### src/rtl/counter_seq_ctrl.sv
// counter_seq_ctrl: interval counter with prescaler, pause/hold,
// one-shot or auto-reload periodic operation and start rejection.
module counter_seq_ctrl #(
  parameter int WIDTH = 8,
  parameter int DIV   = 1
) (
  input  logic             clk,
  input  logic             rst_n,
  input  logic             start,
  input  logic             stop,
  input  logic             pause,
  input  logic             auto_reload,
  input  logic [WIDTH-1:0] period,
  output logic [WIDTH-1:0] count,
  output logic             busy,
  output logic             done,
  output logic             err
);

  localparam int PW = (DIV > 1) ? $clog2(DIV) : 1;
  localparam logic [PW-1:0] PMAX = PW'(DIV - 1);

  typedef enum logic [1:0] {
    IDLE,
    RUN,
    HOLD,
    DONE
  } state_t;

  state_t           state_q, state_d;
  logic [WIDTH-1:0] count_q, count_d;
  logic [WIDTH-1:0] period_q, period_d;
  logic [PW-1:0]    presc_q, presc_d;
  logic             done_q, done_d;
  logic             err_q, err_d;

  logic active;
  logic tick;
  logic do_stop, do_load, do_rej;
  logic do_hold, do_cnt;

  assign active = (state_q == RUN) || (state_q == HOLD);
  assign tick   = (presc_q == PMAX);

  // one-hot command decode: stop > start > pause
  assign do_stop = stop;
  assign do_load = !stop && start && (period != '0);
  assign do_rej  = !stop && start && (period == '0);
  assign do_hold = !stop && !start && pause && active;
  assign do_cnt  = !stop && !start && !pause && active;

  always_comb begin
    state_d  = state_q;
    count_d  = count_q;
    presc_d  = presc_q;
    period_d = period_q;
    done_d   = 1'b0;
    err_d    = 1'b0;
    unique case (1'b1)
      do_stop: begin
        state_d = IDLE;
        count_d = '0;
        presc_d = '0;
      end
      do_load: begin
        state_d  = RUN;
        period_d = period;
        count_d  = '0;
        presc_d  = '0;
      end
      do_rej: begin
        err_d = 1'b1;
      end
      do_hold: begin
        state_d = HOLD;
      end
      // leaving HOLD counts on the same edge so no clock is lost
      do_cnt: begin
        state_d = RUN;
        if (tick) begin
          presc_d = '0;
          if (count_q == period_q) begin
            done_d = 1'b1;
            if (auto_reload) begin
              count_d  = '0;
              period_d = period;
            end else begin
              state_d = DONE;
            end
          end else begin
            count_d = count_q + 1'b1;
          end
        end else begin
          presc_d = presc_q + 1'b1;
        end
      end
      default: ;
    endcase
  end

  always_ff @(posedge clk or negedge rst_n) begin
    if (!rst_n) begin
      state_q  <= IDLE;
      count_q  <= '0;
      period_q <= '0;
      presc_q  <= '0;
      done_q   <= 1'b0;
      err_q    <= 1'b0;
    end else begin
      state_q  <= state_d;
      count_q  <= count_d;
      period_q <= period_d;
      presc_q  <= presc_d;
      done_q   <= done_d;
      err_q    <= err_d;
    end
  end

  assign count = count_q;
  assign busy  = active;
  assign done  = done_q;
  assign err   = err_q;

endmodule

### config.mk
export PLATFORM = sky130hd
export DESIGN_NAME = counter_seq_ctrl
export DESIGN_NICKNAME = d
export VERILOG_FILES = /design/src/rtl/counter_seq_ctrl.sv
export SDC_FILE = /design/constraint.sdc
export NUM_CORES = 1
export LEC_CHECK = 0
export BUFFER_PORTS_ARGS = -buffer_cell sky130_fd_sc_hd__buf_4
export CAP_MARGIN = 40
export CORE_MARGIN = 4
export CORE_UTILIZATION = 50
export DETAILED_ROUTE_END_ITERATION = 10
export PLACE_DENSITY = 0.73
export SLEW_MARGIN = 0
export SYNTH_ARGS = -nofsm -noshare
export SYNTH_HDL_FRONTEND = slang
export SYNTH_SLANG_ARGS = --single-unit
### constraint.sdc
create_clock -name clk -period 5.6 [get_ports clk]
set_clock_uncertainty 0.05 [all_clocks]
set_input_delay 0.56 -clock clk [delete_from_list [all_inputs] [get_ports clk]]
set_output_delay 0.56 -clock clk [all_outputs]
set_load 0.05 [all_outputs]
==> results.json <==
{
  "required_ps": 5740,
  "start_kind": "flop",
  "h-tree-depth": 1,
  "drtPass1Iterations": 5,
  "placed_area_mm2": 0.00140,
  "grt_pass1_vias": 939,
  "num_vias": 947,
  "worst_pin_slew_ps": 626,
  "syn_inst": 109,
  "finalWeightedCongestion": 0.801,
  "syn_to_final_growth_pct": 15.8,
  "postCtsSetupBuffers": 0,
  "maxCapViolCount": 0,
  "drive_above_1_share": 0.348,
  "cts_root_buf": "clkbuf_4",
  "io_pins": 25,
  "filler_cell_count": 194,
  "clk_latency_ps": 300,
  "ctsHoldBuffers": 0,
  "clock_sinks": 20,
  "fin_crit_sh": 0.396,
  "cts.path.max_buffers": 2,
  "end_kind": "flop",
  "synth_edf_count": 0,
  "drc": 0,
  "tns_ps": 0,
  "port_buffers": 24,
  "gr-total-overflow": 0,
  "p_leak_nw": 0.702,
  "die_h_um": 57.5,
  "post_drt_wl_per_cell_um": 15.9,
  "coreArea_mm2": 0.00228,
  "die_w_um": 57.5,
  "slew_headroom": 0.580,
  "start_util": 0.538,
  "mostFrequentLayoutCell": "buf_4",
  "hold_viol": 0,
  "seqCellArea_um2": 500,
  "fmax_ghz": 0.451,
  "cts_made_buffers": 3,
  "post_cts_resized": 0,
  "postRouteAntennaNets": 0,
  "clk_pin_slew_ps": 110,
  "layout_common_cells": "buf_4, dfrtp_1, xor2_1, nand2_1, mux2_4",
  "min_path_type": "primary input to asynchronous set/reset pin",
  "synth.distinct_cells": 44,
  "p_per_area_mw_per_mm2": 206,
  "yosysSeqAreaShare": 0.409,
  "status": "completed",
  "crit_path_max_fanout": 11,
  "drt-vias-per-instance": 5.92,
  "die-area_mm2": 0.00331,
  "syn_avg_cell_area_um2": 11.2,
  "yosysWarningCount": 0,
  "antenna_found_initial": 0,
  "rows": 17,
  "diodes": 0,
  "final_cell_area_mm2": 0.00142,
  "crit_start": "count[6]",
  "ys_ff_latch": 20,
  "drtIter0Drc": 36,
  "ys.flop_type": "dfrtp_1",
  "synthArstFlopShare": 1.00,
  "grt_pass1_wl_um": 4390,
  "totalWireLength_um": 2540,
  "syn_area_mm2": 0.00122,
  "nets": 149,
  "cts_tree": "built",
  "min_period_ps": 2220,
  "multiInputGateArea_um2": 669,
  "grt_max_degree": 21,
  "finalMaxSlewViolations": 0,
  "worstPathArrival_ps": 2350,
  "timing.rr.start": "count[6]",
  "dp_hpwl_um": 1920,
  "fin_util": 0.623,
  "setup_viol": 0,
  "path_class": "flop to flop",
  "rsz0062_at_grt": "no",
  "ir_worst_vdd_mv": 0.150,
  "grt_usage": 0.167,
  "synth_nets": 124
}
[through the flow]
stage          hold WS, ps  power [W]  cells  worst slack (ps)
2_1_floorplan          214   0.000207    109              3460
3_3_place_gp           404   0.000227    157              3410
3_5_place_dp           408   0.000228    157              3410
4_1_cts               81.8   0.000294    160              3390
5_1_grt               85.9   0.000305    160              3260
6_report              70.6   0.000293    160              3380
[final timing paths]
check / slack [ps] / cells past startpoint / end
worst max register to register: 3380 / 5 / period_q[0]
min in group clk: 440 / 2 / period_q[5]
worst min-delay path: 70 / 1 / count[5]
worst max-delay path: 3380 / 5 / period_q[0]
worst min register to register: 500 / 1 / period_q[5]
max in group asynchronous: 5210 / 1 / count[1]
[report_power, final]
part           leakage [nW]  internal [W]  switching [W]
combinational         0.429     0.0000303      0.0000312
clock                0.0138     0.0000250      0.0000429
sequential            0.259      0.000155     0.00000856
total                 0.702      0.000210      0.0000826
[registers in the layout, indices dropped and copies added (netlist names)]
register and cells:
count 8, period_q 8, state_q 2, done 1, err 1
[cells in the mapped netlist (2+ instances only)]
cell / count / share of area
nor4_1: 2 / 0.010
nand3_1: 5 / 0.020
a21oi_1: 3 / 0.012
and3_1: 5 / 0.026
inv_1: 3 / 0.0092
a22oi_1: 2 / 0.012
mux2_4: 8 / 0.098
nor3_1: 4 / 0.016
o21ai_1: 2 / 0.0082
nor4_2: 2 / 0.020
nand2b_1: 2 / 0.010
dfrtp_1: 20 / 0.41
o21ai_0: 3 / 0.012
nand2_1: 8 / 0.025
nor3b_1: 2 / 0.012
nand4_1: 2 / 0.010
and3_2: 2 / 0.012
xor2_1: 8 / 0.057
[cells by family (layout without fill, tap and decap cells)]
logic type,after synthesis,after routing,share of synthesized area
AOI/OAI and AO/OA,24,24,0.160
xor gates and xnor gates,9,9,0.0644
adders and majority gates,1,1,0.0102
buffers and inverters,7,30,0.0449
DFF,20,20,0.409
muxes,8,8,0.0981
and+or+nand+nor,40,40,0.213
[layout make-up]
class,instances,area share
repair buffers,24,0.127
well taps,28,0.0247
clock buffers,3,0.0159
flip-flops and latches,20,0.353
multi-input cells,82,0.472
inverters,3,0.00794
[worst max-delay path, cell delays in order, from the launching register on]
cell and delay (ps):
dfrtp_1 490, xor2_1 210, nor4_2 460, and2_4 330, a31oi_4 210, mux2_4 370
[layer usage]
metal | up-vias | track usage | share of wire
met3 | 2 | 0.0204 | 0.051
met4 | 0 | 0.0497 | 0.0051
met2 | 29 | 0.276 | 0.49
met5 | - | 0 | 0
met1 | 463 | 0.227 | 0.46
li1 | 453 | - | -
No activity file was read; power rests on OpenSTA's default activity.
